File: src/rtl/deadlock_report_ctrl.sv
// Qualifies deadlock-monitor block over a confirmation window, then
// reports blocked AXIS channels one beat at a time and halts.
module deadlock_report_ctrl #(
  parameter int N_AXIS         = 15,
  parameter int N_INST         = 2,
  parameter int CONFIRM_CYCLES = 16,
  parameter int CHAN_W         = 5
) (
  input  logic              clock,
  input  logic              reset,
  input  logic              enable,
  input  logic              monitor_block,
  input  logic [N_AXIS-1:0] axis_block_sigs,
  input  logic [N_INST-1:0] inst_idle_sigs,
  output logic              rpt_valid,
  input  logic              rpt_ready,
  output logic [CHAN_W-1:0] rpt_chan,
  output logic              rpt_last,
  output logic [31:0]       rpt_cycle,
  output logic              deadlock
);

  typedef enum logic [2:0] {
    IDLE,
    WATCH,
    SUSPECT,
    REPORT,
    HALT
  } state_t;

  localparam logic [15:0] CONF = 16'(CONFIRM_CYCLES);

  state_t            state_q, state_d;
  logic [15:0]       cnt_q, cnt_d, cnt_inc;
  logic [N_AXIS-1:0] mask_q, mask_d;
  logic [31:0]       cyc_q, cyc_d, rcyc_d;
  logic              qual;

  // All-idle instances mean the design finished, not deadlocked.
  assign qual    = monitor_block & ~(&inst_idle_sigs);
  assign cnt_inc = cnt_q + 16'd1;

  function automatic logic [CHAN_W-1:0] low_idx(
    input logic [N_AXIS-1:0] m
  );
    logic [CHAN_W-1:0] r;
    r = CHAN_W'(N_AXIS);
    for (int i = N_AXIS - 1; i >= 0; i--)
      if (m[i]) r = CHAN_W'(i);
    return r;
  endfunction

  function automatic logic at_most_one(
    input logic [N_AXIS-1:0] m
  );
    return ~|(m & (m - N_AXIS'(1)));
  endfunction

  always_comb begin
    state_d = state_q;
    cnt_d   = cnt_q;
    mask_d  = mask_q;
    cyc_d   = cyc_q;
    rcyc_d  = rpt_cycle;
    if (state_q != IDLE && cyc_q != 32'hFFFF_FFFF)
      cyc_d = cyc_q + 32'd1;
    unique case (state_q)
      IDLE: begin
        cnt_d   = '0;
        mask_d  = '0;
        cyc_d   = '0;
        rcyc_d  = '0;
        state_d = WATCH;
      end
      WATCH: begin
        if (qual) begin
          cnt_d   = 16'd1;
          mask_d  = axis_block_sigs;
          state_d = SUSPECT;
        end
      end
      SUSPECT: begin
        if (qual) begin
          cnt_d  = cnt_inc;
          mask_d = mask_q | axis_block_sigs;
          if (cnt_inc == CONF) begin
            state_d = REPORT;
            rcyc_d  = cyc_q;
          end
        end else begin
          cnt_d   = '0;
          mask_d  = '0;
          state_d = WATCH;
        end
      end
      REPORT: begin
        if (rpt_valid && rpt_ready) begin
          if (rpt_last) state_d = HALT;
          else mask_d = mask_q & (mask_q - N_AXIS'(1));
        end
      end
      HALT: ;
      default: state_d = IDLE;
    endcase
    if (!enable) begin
      state_d = IDLE;
      cnt_d   = '0;
      mask_d  = '0;
      cyc_d   = '0;
      rcyc_d  = '0;
    end
  end

  always_ff @(posedge clock) begin
    if (reset) begin
      state_q   <= IDLE;
      cnt_q     <= '0;
      mask_q    <= '0;
      cyc_q     <= '0;
      rpt_valid <= 1'b0;
      rpt_chan  <= '0;
      rpt_last  <= 1'b0;
      rpt_cycle <= '0;
      deadlock  <= 1'b0;
    end else begin
      state_q   <= state_d;
      cnt_q     <= cnt_d;
      mask_q    <= mask_d;
      cyc_q     <= cyc_d;
      rpt_cycle <= rcyc_d;
      rpt_valid <= (state_d == REPORT);
      deadlock  <= (state_d == HALT);
      // Beat fields precomputed from the next mask keep outputs registered.
      if (state_d == REPORT) begin
        rpt_chan <= low_idx(mask_d);
        rpt_last <= at_most_one(mask_d);
      end else begin
        rpt_chan <= '0;
        rpt_last <= 1'b0;
      end
    end
  end

endmodule
File: config.mk
export PLATFORM = sky130hd
export DESIGN_NAME = deadlock_report_ctrl
export DESIGN_NICKNAME = d
export VERILOG_FILES = /design/src/rtl/deadlock_report_ctrl.sv
export SDC_FILE = /design/constraint.sdc
export NUM_CORES = 1
export LEC_CHECK = 0
export BUFFER_PORTS_ARGS = -buffer_cell sky130_fd_sc_hd__buf_2
export CORE_MARGIN = 10
export CORE_UTILIZATION = 50
export CTS_CLUSTER_DIAMETER = 60
export DETAILED_ROUTE_END_ITERATION = 10
export PLACE_DENSITY_LB_ADDON = 0.2
export RECOVER_POWER = 50
export SYNTH_ARGS = -nofsm -noshare
export SYNTH_HDL_FRONTEND = slang
export SYNTH_SLANG_ARGS = --single-unit
File: constraint.sdc
create_clock -name clock -period 2.6 [get_ports clock]
set_input_delay 0.13 -clock clock [delete_from_list [all_inputs] [get_ports clock]]
set_output_delay 0.13 -clock clock [all_outputs]
set_load 0.005 [all_outputs]
# Word level (Yosys, flattened, before mapping)
# Cells that the tools add are included.
dict set report classes {
  add_sub_neg 4
  mul 0
  div_mod_pow 0
  magnitude_cmp 0
  eq_ne 11
  n_shift 0
  mux 33
  n_bitwise 7
  reduce_logical 19
}
# operator n
set ops {}
lappend ops {{2-to-1 mux 15 bit} 5}
lappend ops {{2-to-1 mux 32 bit} 2}
lappend ops {{one-hot mux 32 bit (2 select lines)} 1}
lappend ops {{one-hot mux 15 bit (4 select lines)} 1}
lappend ops {{one-hot mux 16 bit (3 select lines)} 1}
lappend ops {{adder 32 x 1 -> 32 bit, second input constant} 1}
lappend ops {{2-to-1 mux 16 bit} 2}
lappend ops {{inequality test 32 bit, second input constant} 1}
lappend ops {{AND 15 bit} 2}
lappend ops {{2-to-1 mux 3 bit} 10}
lappend ops {{subtractor 15 x 1 -> 15 bit, second input constant} 2}
lappend ops {{2-to-1 mux 4 bit} 6}
lappend ops {{adder 16 x 1 -> 16 bit, second input constant} 1}
lappend ops {{== test 16 x 5 -> 1 bit, second input constant} 1}
lappend ops {{OR reduction 16 bit} 1}
lappend ops {{bitwise OR 15 bit} 1}
lappend ops {{one-hot mux 3 bit (5 select lines)} 1}
lappend ops {{OR reduction 15 bit} 1}
lappend ops {{OR reduction 10 bit} 1}
lappend ops {{== test 3 x 2 -> 1 bit, second input constant} 3}
lappend ops {{== test 3 bit, second input constant} 2}
lappend ops {{inequality test 2 bit, second input constant} 3}
lappend ops {{nonzero test 3 bit} 2}
lappend ops {{OR reduction 3 bit} 2}
lappend ops {{other kinds (14)} 21}
dict set report totals {
  reg_bits 106
  latchBits 0
  ramBits 0
  mem_bits_ro 0
  mem_count 0
}

# Logic depth before layout (Yosys ltp)
# Gate-level depths: netlist of run 1.
dict set report logic_depth {
  ltp_word 20
  depth_mapped 11
  depth_no_buf 9
}

# Least setup slack after synthesis of run 1
# No wires, ideal clock.
dict set report synth_path {
  kind {register to register}
  startpoint {register mask_q[6]}
  endpoint {register rpt_chan[0]}
  setup_time_ns 0.086
  t_arrival_ns 2.528
  t_required_ns 2.514
  slack_ns -0.014
  path_stages_with_launch 9
  synth_period_minus_slack_ns 2.614
  cell_sequence {dfxtp_1 > or4_1 > a211o_1 > or4_1 > a31oi_1 > nand2b_1 > a21oi_1 > or3_1 > a221oi_2}
}
dict set report synth_between {
  elab_chain_cells 20
}
# item line_no
set synth_rtl {}
lappend synth_rtl {{start, declared} 35} ;# logic [N_AXIS-1:0] mask_q, mask_d;
lappend synth_rtl {{start signal, assigned} 128} ;# mask_q <= mask_d;
lappend synth_rtl {{subtractor 15 x 1 -> 15 bit} 99} ;# else mask_d = mask_q & (mask_q - N_AXIS'(1));
lappend synth_rtl {{AND 15 bit} 99}
lappend synth_rtl {{2-to-1 mux 15 bit} 98} ;# if (rpt_last) state_d = HALT;
lappend synth_rtl {{2-to-1 mux 15 bit} 97} ;# if (rpt_valid && rpt_ready) begin
lappend synth_rtl {{one-hot mux 15 bit (4 select lines) (*)} 67} ;# unique case (state_q)
lappend synth_rtl {{2-to-1 mux 15 bit (*)} 105} ;# if (!enable) begin
lappend synth_rtl {{2-to-1 mux 1 bit} 49} ;# if (m[i]) r = CHAN_W'(i);
lappend synth_rtl {{2-to-1 mux 4 bit (6 in series)} 49}
lappend synth_rtl {{2-to-1 mux 3 bit} 49}
lappend synth_rtl {{2-to-1 mux 3 bit (*) (3 in series)} 49}
lappend synth_rtl {{2-to-1 mux 2 bit (*) (2 in series)} 49}
lappend synth_rtl {{2-to-1 mux 1 bit (*)} 49}
lappend synth_rtl {{end signal, assigned} 135} ;# rpt_chan <= low_idx(mask_d);
lappend synth_rtl {{end, declared} 17} ;# output logic [CHAN_W-1:0] rpt_chan,
# Every way passes the cells marked *; elsewhere a longest branch is shown, timed or not.
# A chain may end at the register's enable or synchronous reset.

# Worst setup path in the final report of run 1
# Same ends and word-level chain as after synthesis.

==> results of run 1 <==
[state kept, by name, indices dropped and copies added (netlist names)]
register,flops
cnt_q,16
cyc_q,32
deadlock,1
mask_q,15
rpt_chan,4
rpt_cycle,32
rpt_last,1
rpt_valid,1
state_q,3
[worst max-delay path, cell delays in order (launching register included)]
cell and delay, ps:
dfxtp_2 330, or4_4 540, a211o_4 310, or4_4 440, a31oi_4 260, buf_4 150, buf_4 100, nand2_1 60
a21oi_1 130, or3_1 140, a221oi_2 50
[logic make-up (layout without fill, tap and decap cells)]
family	Yosys count	in the layout	synth area share
compound gates	159	159	0.188
other cells	1	1	0.000711
mux	4	4	0.00760
xor+xnor	29	29	0.0482
flops	105	105	0.399
buf+inv	59	155	0.0444
fa+ha+maj	5	5	0.0104
simple gates	324	324	0.302
[routing by layer]
metal | track usage | vias to the layer above | part of all wire
li1 | - | 2623 | -
met2 | 0.325 | 118 | 0.50
met1 | 0.241 | 2576 | 0.44
met5 | 0 | - | 0
met3 | 0.0275 | 16 | 0.046
met4 | 0.0493 | 0 | 0.012
[cell type report]
class	count	area [sq um]	area share
Clock buffer	9	124	0.0193
Inverter	17	63.8	0.00995
Tap cell	136	170	0.0265
Multi-Input combinational cell	522	3130	0.488
Timing Repair Buffer	122	738	0.115
Clock inverter	7	85.1	0.0133
Sequential cell	105	2100	0.328
[what timing repair did]
action,CTS,global route
setup buffers,2,4
hold buffers,1,0
pin swaps,11,13
endpoints found under the hold margin,1,0
setup endpoints to repair,4,49
gates resized for setup,10,24
[report_power, final]
part | internal [W] | leakage (nW) | switching [W]
registers | 0.00161 | 0.846 | 0.00000386
clock network | 0.000465 | 0.106 | 0.000608
logic | 0.0000763 | 1.26 | 0.000128
total | 0.00215 | 2.22 | 0.000739
[through the flow]
step / power, W / utilization
final: 0.00289 / 0.624
after global routing: 0.00298 / 0.624
after CTS: 0.00289 / 0.612
after detailed placement: 0.00184 / 0.585
after global placement: 0.00183 / 0.585
after floorplan: 0.00176 / -
[cells in the mapped netlist, types with 3 or more instances]
cell type,instances
a211oi_1,4
a21o_1,3
a21oi_1,71
a22oi_1,3
a31oi_1,5
a32oi_1,6
and2_1,6
and3_1,5
and4_1,5
buf_1,3
buf_2,4
clkbuf_1,33
dfxtp_1,105
inv_1,17
maj3_1,3
mux2i_1,4
nand2_1,73
nand2b_1,5
nand3_1,55
nand3b_1,5
nand4_1,18
nor2_1,80
nor2b_1,11
nor3_1,19
nor4_1,9
o211a_1,3
o21ai_0,34
or2_2,6
or3_1,16
or4_1,6
xnor2_1,20
xor2_1,9
[worst paths after layout]
check / cells past startpoint / end / slack [ps]
min reg2reg: 2 / rpt_cycle[17]$_SDFFE_PP0P_ / 470
max reg2reg: 10 / rpt_chan[0]$_SDFF_PP0_ / -20
max: 10 / rpt_chan[0]$_SDFF_PP0_ / -20
min: 3 / mask_q[5]$_SDFF_PP0_ / 70
==> results.md, run 1 <==
- Outcome: complete, but fails checks
- Failing checks: negative setup slack
- Worst-path fanout max: 6
- ANT nets after route: 0
- Min Hold Slack: between 60 and 70 ps
- Worst hold path type: input pin to flop
- Leakage: 2.22 nW
- Warnings, synthesis: 0
- Clk buf depth: 2
- EDFF count, synth: 0
- Layout fillers: 913
- Max-slew headroom: 0.105
- Worst r2r src: mask_q[6]$_SDFF_PP0_
- Peak VDD IR: 347 uV
- Root Buffer: clkbuf_8
- # DRC: 0
- Async set or reset register ratio after synthesis: 0
- Placement Rows: 37
- Clock transition at path regs: 110 ps
- Total track usage: 0.189
- Area post-placement: 6010 sq um
- Slew Viols, Final: 0
- Layout cell share with drive strength beyond 1: 0.180
- Hpwl dp: ~11000 um
- Commonest cells after routing, fill and taps aside: dfxtp_1 (104), nor2_1 (79), nand2_1 (73)
- Synth area leader: dfxtp_1
- Die Wd: ~120 um
- Synthesized flop and latch total: approximately 110
- Cells after DPL: 895
- Starting Density: 0.513
- Post-synth top area share: 0.399
- Endpoint kind of the worst setup timing path: flop
- Finished Layout Cells: 918
- Vias in the first global route: 5093
- Final min period: 2620 ps
- Sequential area share after synthesis: 0.399
- Count of cell types in the netlist: 65
- Total clock sinks: between 100 and 150
- Routability cong.: 0.931
- Post-Synthesis Cell Area: 5270 sq um
- DP Worst Slack: -107 ps
- Least-Margin Pin Slew: 1340 ps
- Total nets after synthesis: about 700
- Final instance area: 6410 sq um
- CTS tree: done
- Data arrival time of the critical path: 2880 ps
- Core area: 10300 sq um
- Antenna diodes: 0
- Unrepaired setup endpoints after global routing: true
- Largest net degree at the start of global routing: 33
- Setup TNS: -20.4 ps
- Die ar.: around 15000 sq um
- Die height: 123 um
- Fin crit share: 1.01
- Via density: ~5.8
- H-Tree Depth: 3
- Grt total ovfl: 0
- Num CTS Buffers: 9
- Final #Nets: 801
- DRT Wirelength: 14800 um
- Initial antenna violation count: 0
- Synth Flop Type: dfxtp_1
- Required time worst endpoint: 2860 ps
- Final setup fails: 1
- I/O Pins: 62
- Drt initial violations: 451
- Area grow syn2layout: 21.7%
- Endpoints failing hold: 0
- First-pass GRT wire length: 23900 um
- DRT Pass-1 Iters: 5
- Hold path startpoint: axis_block_sigs[5]
- Avg WL per Cell: 16.2 um
- Crit path launch type: flop
- PD cells: 451 nW/um^2
- I/O Buffers: 60
- Max-Cap Viols: 0
- Post-Syn Instances: between 600 and 700
- Commonest non-fill, non-tap cell in the layout: dfxtp_1
- Via count: 5333
- Max Clk Rate: 382 MHz
- Post-route setup slack: -20.4 ps
- Kind of critical path: flop to flop
- Worst Skew: 16.7 ps
- Worst-skew pair later-pin latency: between 300 and 400 ps
- Top post-synthesis cells by area: dfxtp_1 (40%), a21oi_1 (6.7%), nor2_1 (5.7%)
- CP startpoint: mask_q[6]$_SDFF_PP0_
- Synthesized area per cell: between 7 and 8 sq um
Power figures use the tool's default switching activity.
==> run 2, diff against run 1 <==
--- a/config.mk
+++ b/config.mk
@@ -15,3 +15,4 @@
 export SYNTH_ARGS = -nofsm -noshare
 export SYNTH_HDL_FRONTEND = slang
 export SYNTH_SLANG_ARGS = --single-unit
+export TNS_END_PERCENT = 5
==> run 2 against run 1 <==
Compared with the run above: the run still ends with negative setup slack left; cell area is essentially flat; sequential power is essentially flat; die area is the same; core utilization is essentially flat; wire length is essentially flat; largest power group unchanged.
==> results.md, run 2 (synthesis results as in run 1) <==
- Final design utilization: 0.624
- Hold path startpoint: axis_block_sigs[5]
- Critical-path cell list: or4_4 -> a211o_4 -> or4_4 -> a31oi_4 -> buf_4 -> buf_4 -> nand2_1 -> a21oi_1 -> or3_1 -> a221oi_2
- Kind of critical path: flop to flop
- Largest net degree at the start of global routing: 33
- Final #Nets: 800
- Vias in the first global route: 5093
- Layout fillers: 912
- Antenna diodes: 0
- PD cells: 451 nW/um^2
- Max-Cap Viols: 0
- Leakage: 2.21 nW
- Required time worst endpoint: 2860 ps
- Initial antenna violation count: 0
- Peak VDD IR: 347 uV
- I/O Buffers: 60
- Die ar.: 15000 sq um
- Starting Density: 0.513
- Num CTS Buffers: 9
- Total clock sinks: 105
- Max Clk Rate: roughly 380 MHz
- I/O Pins: 62
- Endpoint kind of the worst setup timing path: flop
- Post-route setup slack: -14.0 ps
- # DRC: 0
- Worst path buffer plus inverter count: 2
- Worst hold endpoint: mask_q[5]$_SDFF_PP0_
- Endpoints failing hold: 0
- Biggest regs: cyc_q x32, rpt_cycle x32, cnt_q x16
- Clk buf depth: 2
- Total track usage: 0.189
- Outcome: complete, but fails checks
- Setup TNS: -14.0 ps
- FF-to-FF End: rpt_chan[0]$_SDFF_PP0_
- Clock transition at path regs: 110 ps
- Worst hold stages: 3
- Final setup fails: 1
- Worst Skew: 16.6 ps
- H-Tree Depth: 3
- Critical-path top delay cell: or4_4
- Die Wd: around 120 um
- Area post-placement: between 6000 and 7000 sq um
- Least-Margin Pin Slew: 1350 ps
- First-pass GRT wire length: 23900 um
- Avg WL per Cell: 16.2 um
- Unrepaired setup endpoints after global routing: true
- Worst hold path type: input pin to flop
- Core area: 10300 sq um
- Drt initial violations: around 450
- Area grow syn2layout: 21.7%
- Slew Viols, Final: 0
- CTS tree: done
- Root Buffer: clkbuf_8
- Worst-skew pair later-pin latency: 370 ps
- R2R setup slack: -10 ps
- Final instance area: roughly 6400 sq um
- DRT Wirelength: 14900 um
- Grt total ovfl: 0
- DRT Pass-1 Iters: 5
- DP Worst Slack: -107 ps
- Data arrival time of the critical path: around 2900 ps
- Commonest cells after routing, fill and taps aside: dfxtp_1 (103), nor2_1 (79), nand2_1 (73)
- Finished Layout Cells: 917
- Critical Path Max Stage Delay: 540 ps
- Via density: 5.84
- ANT nets after route: 0
- Final min period: 2610 ps
- Failing checks: negative setup slack
- Fin crit share: 1.01
- CP delay by family, top: simple AND/OR/NAND/NOR gates
- Routability cong.: 0.931
- Commonest non-fill, non-tap cell in the layout: dfxtp_1
- Hpwl dp: 10600 um
- Placement Rows: 37
- Worst r2r src: mask_q[6]$_SDFF_PP0_
- Die height: 123 um
- Crit path launch type: flop
- Reg2Reg Depth: 10
- Cells after DPL: a little under 900
- Layout cell share with drive strength beyond 1: 0.182
- Max-slew headroom: 0.0973
- Worst-path fanout max: 6
- Via count: 5358
[run 2: tightest hold or removal path, cell delays in order]
cell     delay [ps]
buf_2            90
a21oi_1          90
nor2_1           90
[run 2: worst max path at each step]
| stage | start | slack, ps | end | cells after the start |
|---|---|---|---|---|
| floorplan | mask_q[6]$_SDFF_PP0_ | 10 | rpt_last$_SDFF_PP0_ | 8 |
| global placement | mask_q[6]$_SDFF_PP0_ | -30 | rpt_chan[0]$_SDFF_PP0_ | 8 |
| detailed placement | mask_q[6]$_SDFF_PP0_ | -110 | rpt_chan[0]$_SDFF_PP0_ | 8 |
| CTS | mask_q[6]$_SDFF_PP0_ | -30 | rpt_chan[0]$_SDFF_PP0_ | 8 |
| global route | mask_q[6]$_SDFF_PP0_ | -100 | rpt_chan[0]$_SDFF_PP0_ | 10 |
| finish | mask_q[6]$_SDFF_PP0_ | -10 | rpt_chan[0]$_SDFF_PP0_ | 10 |
[run 2: timing repair]
item | in CTS | in global routing
endpoints found under the setup margin | 4 | 49
pin swaps | 11 | 13
resized for setup | 10 | 26
endpoints found under the hold margin | 1 | 0
hold buffers | 1 | 0
buffers inserted | 2 | 3
[run 2: power breakdown]
group / internal, W / switching, W
Sequential: 0.00161 / 0.00000383
Clock: 0.000465 / 0.000609
Combinational: 0.0000763 / 0.000128
[run 2: final cells by class]
type                    count  area, sq um  area share
multi-input cells         522         3140       0.489
flip-flops and latches    105         2100       0.328
repair buffers            121          731       0.114
well taps                 136          170      0.0265
clock buffers               9          124      0.0193
clock inverters             7         85.1      0.0133
inverters                  17         63.8     0.00995
[run 2: stage by stage]
stage	power (W)	hold slack [ps]
after CTS	0.00289	62.1
after global routing	0.00298	85.9
final	0.00289	68.0
after floorplan	0.00176	202
after global placement	0.00183	339
after detailed placement	0.00184	346
[run 2: routing by layer]
| layer | GRT usage | wire, um | share of wire | vias to the layer above |
|---|---|---|---|---|
| met5 | 0 | 0 | 0 | - |
| met4 | 0.0493 | 153 | 0.010 | 0 |
| met3 | 0.0275 | 659 | 0.044 | 17 |
| met2 | 0.325 | 7460 | 0.50 | 117 |
| met1 | 0.241 | 6580 | 0.44 | 2602 |
| li1 | - | - | - | 2622 |
